File: config.mk
export PLATFORM = sky130hd
export DESIGN_NAME = yutorina_bus_arb
export DESIGN_NICKNAME = d
export VERILOG_FILES = /design/src/rtl/yutorina_bus_arb.sv
export SDC_FILE = /design/constraint.sdc
export NUM_CORES = 1
export LEC_CHECK = 0
export BUFFER_PORTS_ARGS = -buffer_cell sky130_fd_sc_hd__buf_2
export CAP_MARGIN = 20
export CORE_MARGIN = 3
export CORE_UTILIZATION = 50
export CTS_CLUSTER_SIZE = 16
export DETAILED_ROUTE_END_ITERATION = 8
export GPL_TIMING_DRIVEN = 1
export PLACE_DENSITY = 0.91
export SLEW_MARGIN = 10
export SYNTH_ARGS = -nofsm -noshare
export SYNTH_HDL_FRONTEND = slang
export SYNTH_SLANG_ARGS = --single-unit
File: constraint.sdc
create_clock -name clk -period 4.3 [get_ports clk]
set_input_delay 0 -clock clk [delete_from_list [all_inputs] [get_ports clk]]
set_output_delay 0 -clock clk [all_outputs]
set_load 0.02 [all_outputs]
File: src/rtl/yutorina_bus_arb.sv
// yutorina_bus_arb: two-master arbiter (instruction fetch and MEM stage) for a
// single shared bus. MEM has fixed priority. An access aborts with bus_err if
// the slave does not answer within TIMEOUT cycles. All outputs are registered.
module yutorina_bus_arb #(
  parameter int TIMEOUT = 16
) (
  input  logic        clk,
  input  logic        reset_,
  input  logic        if_req_,
  input  logic [31:0] if_addr,
  output logic        if_rdy_,
  output logic [31:0] if_r_data,
  input  logic        mem_req_,
  input  logic        mem_rw,
  input  logic [31:0] mem_addr,
  input  logic [31:0] mem_w_data,
  output logic        mem_rdy_,
  output logic [31:0] mem_r_data,
  output logic        bus_as_,
  output logic        bus_rw,
  output logic [31:0] bus_addr,
  output logic [31:0] bus_w_data,
  input  logic        bus_rdy_,
  input  logic [31:0] bus_r_data,
  output logic        bus_err
);

  localparam logic READ  = 1'b1;
  localparam logic WRITE = 1'b0;

  // The counter only needs to reach TIMEOUT-1, where the abort fires.
  localparam int CW = $clog2(TIMEOUT);
  localparam logic [CW-1:0] CNT_LAST = CW'(TIMEOUT - 1);

  typedef enum logic [1:0] {IDLE, ACC_IF, ACC_MEM} state_t;

  state_t        r_state,      w_state_next;
  logic [CW-1:0] r_cnt,        w_cnt_next;
  logic          r_as_n,       w_as_n_next;
  logic          r_rw,         w_rw_next;
  logic [31:0]   r_addr,       w_addr_next;
  logic [31:0]   r_w_data,     w_w_data_next;
  logic          r_if_rdy_n,   w_if_rdy_n_next;
  logic [31:0]   r_if_r_data,  w_if_r_data_next;
  logic          r_mem_rdy_n,  w_mem_rdy_n_next;
  logic [31:0]   r_mem_r_data, w_mem_r_data_next;
  logic          r_err,        w_err_next;

  // State and output registers; reset drops any access in flight.
  always_ff @(posedge clk or negedge reset_) begin
    if (!reset_) begin
      r_state      <= IDLE;
      r_cnt        <= '0;
      r_as_n       <= 1'b1;
      r_rw         <= READ;
      r_addr       <= '0;
      r_w_data     <= '0;
      r_if_rdy_n   <= 1'b1;
      r_if_r_data  <= '0;
      r_mem_rdy_n  <= 1'b1;
      r_mem_r_data <= '0;
      r_err        <= 1'b0;
    end else begin
      r_state      <= w_state_next;
      r_cnt        <= w_cnt_next;
      r_as_n       <= w_as_n_next;
      r_rw         <= w_rw_next;
      r_addr       <= w_addr_next;
      r_w_data     <= w_w_data_next;
      r_if_rdy_n   <= w_if_rdy_n_next;
      r_if_r_data  <= w_if_r_data_next;
      r_mem_rdy_n  <= w_mem_rdy_n_next;
      r_mem_r_data <= w_mem_r_data_next;
      r_err        <= w_err_next;
    end
  end

  // Next-state and next-output logic: grant in IDLE, finish or time out in ACC_x.
  always_comb begin
    w_state_next      = r_state;
    w_cnt_next        = r_cnt;
    w_as_n_next       = r_as_n;
    w_rw_next         = r_rw;
    w_addr_next       = r_addr;
    w_w_data_next     = r_w_data;
    w_if_rdy_n_next   = 1'b1;
    w_if_r_data_next  = r_if_r_data;
    w_mem_rdy_n_next  = 1'b1;
    w_mem_r_data_next = r_mem_r_data;
    w_err_next        = 1'b0;
    case (r_state)
      IDLE: begin
        w_as_n_next = 1'b1;
        if (!mem_req_) begin
          w_state_next  = ACC_MEM;
          w_as_n_next   = 1'b0;
          w_cnt_next    = '0;
          w_rw_next     = mem_rw;
          w_addr_next   = mem_addr;
          w_w_data_next = mem_w_data;
        end else if (!if_req_) begin
          w_state_next  = ACC_IF;
          w_as_n_next   = 1'b0;
          w_cnt_next    = '0;
          w_rw_next     = READ;
          w_addr_next   = if_addr;
          w_w_data_next = '0;
        end
      end
      ACC_IF, ACC_MEM: begin
        if (!bus_rdy_ || r_cnt == CNT_LAST) begin
          // Slave answer wins over a timeout landing in the same cycle.
          w_state_next = IDLE;
          w_as_n_next  = 1'b1;
          w_err_next   = bus_rdy_;
          if (r_state == ACC_IF) begin
            w_if_rdy_n_next  = 1'b0;
            w_if_r_data_next = bus_rdy_ ? 32'h0 : bus_r_data;
          end else begin
            w_mem_rdy_n_next  = 1'b0;
            w_mem_r_data_next = bus_rdy_ ? 32'h0 : bus_r_data;
          end
        end else begin
          w_cnt_next = r_cnt + CW'(1);
        end
      end
      default: begin
        w_state_next = IDLE;
        w_as_n_next  = 1'b1;
      end
    endcase
  end

  assign bus_as_    = r_as_n;
  assign bus_rw     = r_rw;
  assign bus_addr   = r_addr;
  assign bus_w_data = r_w_data;
  assign if_rdy_    = r_if_rdy_n;
  assign if_r_data  = r_if_r_data;
  assign mem_rdy_   = r_mem_rdy_n;
  assign mem_r_data = r_mem_r_data;
  assign bus_err    = r_err;

endmodule

======== After elaboration in Yosys (flattened, before gate mapping) ========
Index checks and enable logic that the tools add are counted.
Widths: inputs -> output; s select.
storage, ports and cells
  memories ................................ 0
  input bits .............................. 134
  output and inout port bits .............. 133
  bits in latches ......................... 0
  memory bits (read-only) ................. 0
  logic and storage cells ................. 57
  register bits ........................... 139
  memory bits (writable) .................. 0
operators by class
  multiplexer cells ....................... 27
  magnitude comparators ................... 0
  eq/ne operators ......................... 7
  bitwise operators ....................... 1
  reduce and logical (&&, ||, !) cells .... 10
  $add $sub $neg .......................... 1
  shifts and indexed selects .............. 0
  divide/modulo/power cells ............... 0
  multiply operators ...................... 0
operators by type and width
  operator             count
  $mux 32              5
  $mux 1               13
  $mux 4               3
  $reduce_and 3->1     3
  $pmux 4 s2           1
  $mux 2               3
  $ne 2x2->1 const B   3
  $add 4x1->4 const B  1
  $eq 4x4->1 const B   1
  $pmux 2 s2           1
  $reduce_and 2->1     2
  $ne 3x3->1 const B   1
  $eq 2x1->1 const B   1
  $eq 2x2->1 const B   1
  $logic_not 2->1      1
  $pmux 1 s2           1
  $reduce_bool 2->1    1
  $reduce_or 2->1      1
  $logic_not 1->1      1
  $logic_or 1x1->1     1
  $not 1->1            1

======== Logic depth before layout (Yosys ltp) ========
Gate-level depths: netlist of the first run.
  depth after elaboration ................. 4
  depth in mapped cells ................... 8
  depth with buffers taken out ............ 5

======== Worst setup path before layout of the first run ========
Ideal clock, no wire load.
  path kind ............................... register to register
  start point ............................. reg r_state[0]
  end point ............................... reg r_mem_r_data[10], in the netlist mem_r_data[10]
  cell stages (with the launch flop) ...... 9
  arrival ................................. 1,719 ps
  buffers on the path ..................... 3
  period minus slack after synthesis ...... 1,844 ps
  path slack .............................. 2,456 ps
  required time ........................... 4,175 ps
  library setup time ...................... 125 ps
  cells stage by stage .................... dfrtp_1 inv_1 ha_1 buf_2 nor2b_4 o21ba_1 buf_6 buf_12 mux2_4
on the way
  longest elaborated chain between the ends .. 3
  elaborated cells on any way between the ends .. 5
  those cells by class .................... eq/ne: 2; bitwise: 1; reduce/logical: 2
RTL lines
  item                                                 line     RTL
  start, declared                                      37       state_t r_state, w_state_next;
  start signal, assigned                               64       r_state <= w_state_next;
  $eq 2x1->1 / $eq 2x2->1 (equally long branches)      91, 116
  $reduce_or 2->1 / $not 1->1 (equally long branches)  n/a
  $reduce_and 3->1 (no line) *                         n/a
  end signal, assigned                                 73       r_mem_r_data <= w_mem_r_data_next;
  end, declared                                        46       logic [31:0] r_mem_r_data, w_mem_r_data_next;
Every way passes the cells marked *; elsewhere a longest branch is shown, timed or not.
A chain may end at the register's enable or synchronous reset.

======== Worst setup path in the final report of the first run ========
  start point ............................. reg r_state[0]
  end point ............................... reg r_mem_r_data[0], in the netlist mem_r_data[0]
Same word-level chain as after synthesis.

==> flow_metrics.env, run 1 <==
export IMPL_fmax_mhz=412
export IMPL_dp_hpwl_um=10600
export IMPL_intPower_w=0.00408
export IMPL_hold_class="in2reg"
export IMPL_ctsHoldBuffers=103
export IMPL_final_max_slew_viol_count=0
export IMPL_worstPathRequired_ns=4.59
export IMPL_cp_max_fo=21
export IMPL_synth_commonest_cells="135 x dfrtp_1, 58 x mux2_4, 35 x nor2_1, 33 x a21oi_1"
export IMPL_netlist_area_sq_mm=0.00609
export IMPL_p_comb_share_pct=42.7
export IMPL_grt_max_degree=102
export IMPL_root_buffer="clkbuf_16"
export IMPL_clock_latency_ns=0.41
export IMPL_layout_drive_gt1_share_pct=46.3
export IMPL_ys_ff_latch=139
export IMPL_finalInstanceArea_sq_mm=0.00911
export IMPL_fin_nets=943
export IMPL_route_detailed_drc=0
export IMPL_whs_ns=0.0142
export IMPL_postSynthCellCount=444
export IMPL_wl_per_cell_um=18.9
export IMPL_setup_viol=0
export IMPL_synthTopCellsByArea="dfrtp_1 56%, mux2_4 14%, mux2i_1 5.3%, a22o_1 4.6%, nor2b_1 3.1%"
export IMPL_maxCapViolations=0
export IMPL_synth_fp_nets=581
export IMPL_synth_cell_type_count=37
export IMPL_cp_arrival_ns=2.72
export IMPL_vdd_ir_drop_max_uv=470
export IMPL_synth_warning_count=0
export IMPL_core_area_sq_mm=0.0117
export IMPL_clockPowerShare_pct=23.3
export IMPL_synth_top_flop_cell="dfrtp_1"
export IMPL_cts_buffers=17
export IMPL_setup_tns_ns=0
export IMPL_cts_repair_resized=0
export IMPL_maxSlewHeadroom_pct=27.4
export IMPL_cts_tree="built"
export IMPL_worstSetupPathType="reg2reg"
export IMPL_firstDrtPassIters=5
export IMPL_antenna_found_initial=1
export IMPL_cts_reportedPaths_clkPinSlew_ns=0.06
export IMPL_drt_iter0_drc=319
export IMPL_power_switching_w=0.00251
export IMPL_crit_path_end_kind="register"
export IMPL_outcome="complete, no violations"
export IMPL_synth_largest_area_cell="dfrtp_1"
export IMPL_grt_use_total_pct=27.0
export IMPL_globalplace_congestion=0.792
export IMPL_cellPowerDensity_mw_per_mm2=723
export IMPL_synthMostInstantiatedCell="dfrtp_1"
export IMPL_fin_skew_ns=0.00484
export IMPL_numPortBuffers=266
export IMPL_synthArstFlopShare_pct=100
export IMPL_final_core_util_pct=78.2
export IMPL_cts_sinks=139
export IMPL_ios=267
export IMPL_die_area_sq_mm=0.0135
export IMPL_share_seq_of_total_power_pct=34.0
export IMPL_vias=5153
export IMPL_postRouteAntennaNets=0
export IMPL_cts_setup_buffers=0
export IMPL_globalRouteOverflowTotal=0
export IMPL_post_dp_cell_area_sq_mm=0.00741
export IMPL_via_per_inst=5.35
export IMPL_rrSetupSlack_ns=1.87
export IMPL_first_global_vias=5509
export IMPL_grt_pass1_wl_um=28100
export IMPL_finalCritPeriodShare_pct=56.4
export IMPL_period_needed_ns=2.43
export IMPL_wl_um=18200
export IMPL_area_growth_pct=49.8
export IMPL_rsz0062_at_grt="no"
export IMPL_yosysSeqAreaShare_pct=57.2
export IMPL_clockBufferDepth=2
export IMPL_synth_top_area_share_pct=55.5
export IMPL_tightest_slew_ns=1.09
export IMPL_start_util_pct=52.2
export IMPL_start_kind="register"
export IMPL_htreeDepth=4
export IMPL_avgSynthCellArea_sq_um=13.7
export IMPL_hold_viol=0
export IMPL_synth_edf_count=0
export IMPL_die_h_um=116
export IMPL_row_count=39
export IMPL_p_leak_nw=4.66
export IMPL_die_width_um=116
export IMPL_swShare_pct=38.2
## layout by cell type (no fill, tap or decap), types with 3 or more instances in the layout
cell,instances
o41ai_1,3
clkinv_2,3
clkbuf_16,17
clkinv_4,5
dfrtp_1,135
dlygate4sd3_1,103
a21oi_1,33
and2b_1,3
bufinv_16,4
inv_1,6
mux2_2,7
nand3_1,5
nor2_1,35
dfstp_2,4
ha_1,3
nor2b_1,29
mux2_4,58
mux2i_1,32
a22o_1,32
buf_2,265
buf_4,3
nand2_1,6
## power by group through the flow
stage	clock network (W)	registers, W	logic, W
6_report	0.00154	0.00224	0.00281
5_1_grt	0.00162	0.00229	0.00301
4_1_cts	0.00156	0.00221	0.00275
3_5_place_dp	0	0.00221	0.00267
3_3_place_gp	0	0.00219	0.00257
2_1_floorplan	0	0.00285	0.00121
## layout make-up
cell class                      count  area (sq um)
Clock buffer                       18           429
Timing Repair Buffer              375          2460
Multi-Input combinational cell    267          2340
Sequential cell                   139          3480
Tap cell                          143           179
Clock inverter                     14           195
Fill cell                         643          2550
Antenna cell                        1          2.50
Inverter                            6          22.5
## final timing paths
kind,start,end,cells past startpoint
worst max-delay path,r_state[0],mem_r_data[0],6
worst min-delay path,bus_r_data[25],mem_r_data[25],3
worst max register to register,r_state[0],mem_r_data[0],6
worst min register to register,bus_w_data[12],bus_w_data[12],1
max in group asynchronous,reset_,bus_rw,3
min in group asynchronous,reset_,if_r_data[19],2
## sequential cells by signal, indices dropped and copies added, names as in the netlist
signal and flops:
r_cnt 4, if_r_data 32, bus_err 1, bus_addr 32, if_rdy_ 1, mem_rdy_ 1, bus_rw 1, mem_r_data 32
r_state 2, bus_as_ 1, bus_w_data 32
## logic make-up after synthesis
family / Yosys count / share of synthesized area, %
DFF: 139 / 57.2
muxes: 97 / 20.9
and+or+nand+nor: 88 / 7.61
AOI/OAI and AO/OA: 79 / 9.19
buffers and inverters: 38 / 4.48
adders and majority gates: 3 / 0.617
## layer usage
| layer | up-vias | track usage, % | share of wire [%] |
|---|---|---|---|
| met2 | 297 | 45.4 | 50 |
| met5 | - | 0 | 0.071 |
| met1 | 2496 | 31.8 | 38 |
| met3 | 64 | 7.20 | 7.3 |
| li1 | 2294 | - | - |
| met4 | 2 | 13.8 | 3.9 |
## through the flow
stage	total power (W)	setup WS, ns	std cells
finish	0.00659	1.87	963
global route	0.00692	1.72	962
CTS	0.00652	1.67	960
detailed placement	0.00488	1.68	825
global placement	0.00476	1.68	824
floorplan	0.00405	2.46	444
## critical path, cell delays in order (launching register included)
cell and delay, ns:
dfrtp_1 0.37, inv_1 0.05, ha_1 0.46, and4_4 0.31, o21ba_2 0.49, buf_12 0.27
mux2_2 0.35
No activity file was read; power rests on OpenSTA's default activity.
==> run 2: changes to the inputs <==
--- a/config.mk
+++ b/config.mk
@@ -5,14 +5,15 @@
 export SDC_FILE = /design/constraint.sdc
 export NUM_CORES = 1
 export LEC_CHECK = 0
+export ABC_AREA = 1
 export BUFFER_PORTS_ARGS = -buffer_cell sky130_fd_sc_hd__buf_2
 export CAP_MARGIN = 20
 export CORE_MARGIN = 3
-export CORE_UTILIZATION = 50
+export CORE_UTILIZATION = 42
 export CTS_CLUSTER_SIZE = 16
 export DETAILED_ROUTE_END_ITERATION = 8
 export GPL_TIMING_DRIVEN = 1
-export PLACE_DENSITY = 0.91
+export PLACE_DENSITY = 0.83
 export SLEW_MARGIN = 10
 export SYNTH_ARGS = -nofsm -noshare
 export SYNTH_HDL_FRONTEND = slang
==> constraint.sdc (replaced) <==
create_clock -name clk -period 2.2 [get_ports clk]
set_input_delay 0 -clock clk [delete_from_list [all_inputs] [get_ports clk]]
set_output_delay 0 -clock clk [all_outputs]
set_load 0.02 [all_outputs]
==> flow_metrics.env, run 2 <==
export IMPL_htreeDepth=4
export IMPL_route_detailed_drc=0
export IMPL_antenna_found_initial=1
export IMPL_cts_reportedPaths_clkPinSlew_ns=0.06
export IMPL_fmax_mhz=500
export IMPL_cp_arrival_ns=2.29
export IMPL_wl_um=19800
export IMPL_grt_max_degree=66
export IMPL_layout_cells_non_filler=1167
export IMPL_fin_nets=1114
export IMPL_synthArstFlopShare_pct=100
export IMPL_crit_path_end_kind="register"
export IMPL_outcome="complete, no violations"
export IMPL_drt_iter0_drc=504
export IMPL_tightest_slew_ns=0.532
export IMPL_grt_pass1_wl_um=30600
export IMPL_die_h_um=124
export IMPL_final_cell_mix="265 x buf_2, 183 x nand2_1, 135 x dfrtp_1, 132 x dlygate4sd3_1, 70 x o21ai_0"
export IMPL_cp_max_fo=64
export IMPL_post_dp_cell_area_sq_mm=0.00728
export IMPL_hold_class="in2async"
export IMPL_synth_cell_type_count=21
export IMPL_cp_slowest_stage_delay_ns=0.61
export IMPL_synthMostInstantiatedCell="nand2_1"
export IMPL_globalRouteOverflowTotal=0
export IMPL_setup_viol=0
export IMPL_synth_commonest_cells="183 x nand2_1, 135 x dfrtp_1, 70 x o21ai_0, 44 x o21ai_2, 43 x inv_1"
export IMPL_dp_cells=1002
export IMPL_ios=267
export IMPL_hold_viol=0
export IMPL_final_common_cell="buf_2"
export IMPL_start_kind="input port"
export IMPL_synth_fp_nets=724
export IMPL_rsz0062_at_grt="no"
export IMPL_finalCritPeriodShare_pct=90.8
export IMPL_clockBufferDepth=2
export IMPL_core_area_sq_mm=0.0134
export IMPL_postSynthCellCount=587
export IMPL_numPortBuffers=266
export IMPL_yosysSeqAreaShare_pct=59.7
export IMPL_synth_largest_area_cell="dfrtp_1"
export IMPL_fin_ws_ns=0.201
export IMPL_final_core_util_pct=68.2
export IMPL_via_per_inst=5.02
export IMPL_maxCapViolations=0
export IMPL_slowest_stage="dlygate4sd3_1"
export IMPL_cts_repair_resized=0
export IMPL_firstDrtPassIters=6
export IMPL_vdd_ir_drop_max_uv=688
export IMPL_ys_ff_latch=139
export IMPL_preCtsSetupSlack_ns=0.515
export IMPL_synthTopCellsByArea="dfrtp_1 58%, nand2_1 12%, o21ai_2 6.6%, o21ai_0 6.0%, a22o_1 4.8%"
export IMPL_cts_setup_buffers=0
export IMPL_first_global_vias=6100
export IMPL_globalplace_congestion=0.786
export IMPL_final_max_slew_viol_count=0
export IMPL_synth_warning_count=0
export IMPL_synth_top_flop_cell="dfrtp_1"
export IMPL_clock_latency_ns=0.42
export IMPL_period_needed_ns=2.00
export IMPL_netlist_area_sq_mm=0.00583
export IMPL_postRouteAntennaNets=0
export IMPL_path_buf_inv=4
export IMPL_grt_use_total_pct=26.1
export IMPL_fin_skew_ns=0.00668
export IMPL_crit_family="buffers and inverters"
export IMPL_area_growth_pct=56.6
export IMPL_cellPowerDensity_mw_per_mm2=1370
export IMPL_cts_buffers=17
export IMPL_layout_drive_gt1_share_pct=36.4
export IMPL_path_cells="dlygate4sd3_1 -> buf_2 -> buf_4 -> o21ai_0 -> dlygate4sd3_1 -> o21ai_0"
export IMPL_die_width_um=124
export IMPL_row_count=42
export IMPL_dp_hpwl_um=11200
export IMPL_root_buffer="clkbuf_16"
export IMPL_finalInstanceArea_sq_mm=0.00913
export IMPL_worstPathRequired_ns=2.49
export IMPL_die_area_sq_mm=0.0153
export IMPL_synth_edf_count=0
export IMPL_avgSynthCellArea_sq_um=9.93
export IMPL_wl_per_cell_um=17.0
export IMPL_cts_sinks=139
export IMPL_start_util_pct=43.5
export IMPL_cts_tree="built"
export IMPL_maxSlewHeadroom_pct=64.5
export IMPL_setup_tns_ns=0
export IMPL_vias=5855
export IMPL_synth_top_area_share_pct=57.9
export IMPL_ctsHoldBuffers=132
export IMPL_p_leak_nw=4.82
export IMPL_worstSetupPathType="in2reg"
run 2: layer usage:
| metal | part of all wire (%) | vias to the layer above | global-route usage, % |
|---|---|---|---|
| li1 | - | 2703 | - |
| met1 | 36 | 2772 | 29.1 |
| met2 | 51 | 330 | 46.1 |
| met3 | 9.2 | 50 | 8.45 |
| met4 | 3.0 | 0 | 10.2 |
| met5 | 0 | - | 0 |
run 2: final timing paths:
kind                                     from       endpoint  slack, ns  cells after the start
worst max-delay path                 mem_req_    bus_addr[4]       0.20                      6
worst min-delay path                   reset_  mem_r_data[9]       0.11                      2
worst max register to register     r_state[0]    bus_addr[4]       0.47                      5
worst min register to register  if_r_data[29]  if_r_data[29]       0.47                      2
max in group asynchronous              reset_   if_r_data[8]       1.35                      3
min in group clk                      if_req_     r_state[1]       0.15                      5
run 2: per-stage QoR:
step                      power [W]  hold slack (ns)
final                        0.0126            0.105
after global routing         0.0133            0.138
after CTS                    0.0124            0.108
after detailed placement    0.00960          -0.0130
after global placement      0.00944          -0.0181
after floorplan             0.00777           -0.296
run 2: final cells by class:
cell class              instances  area, sq um
repair buffers                408         2800
multi-input cells             368         1940
well taps                     176          220
clock inverters                13         98.8
fillers                       928         4270
diodes                          1         2.50
clock buffers                  19          433
inverters                      43          161
flip-flops and latches        139         3480
run 2: cells by family (layout without fill, tap and decap cells):
family | Yosys count | count (layout) | share of synthesized area (%)
other | 0 | 1 | 0
flip-flops | 139 | 139 | 59.7
buffers and inverters | 80 | 483 | 7.04
adder cells (fa/ha/maj) | 3 | 3 | 0.644
AND/OR/NAND/NOR | 197 | 197 | 13.2
XOR/XNOR | 1 | 1 | 0.150
AO/OA/AOI/OAI | 167 | 167 | 19.3
run 2: power by group:
part           internal [W]  leakage [nW]  switching, W  total (W)
Combinational       0.00194          2.80       0.00358    0.00552
Clock               0.00144         0.247       0.00110    0.00255
Sequential          0.00376          1.77      0.000726    0.00449
Total               0.00715          4.82       0.00541     0.0126
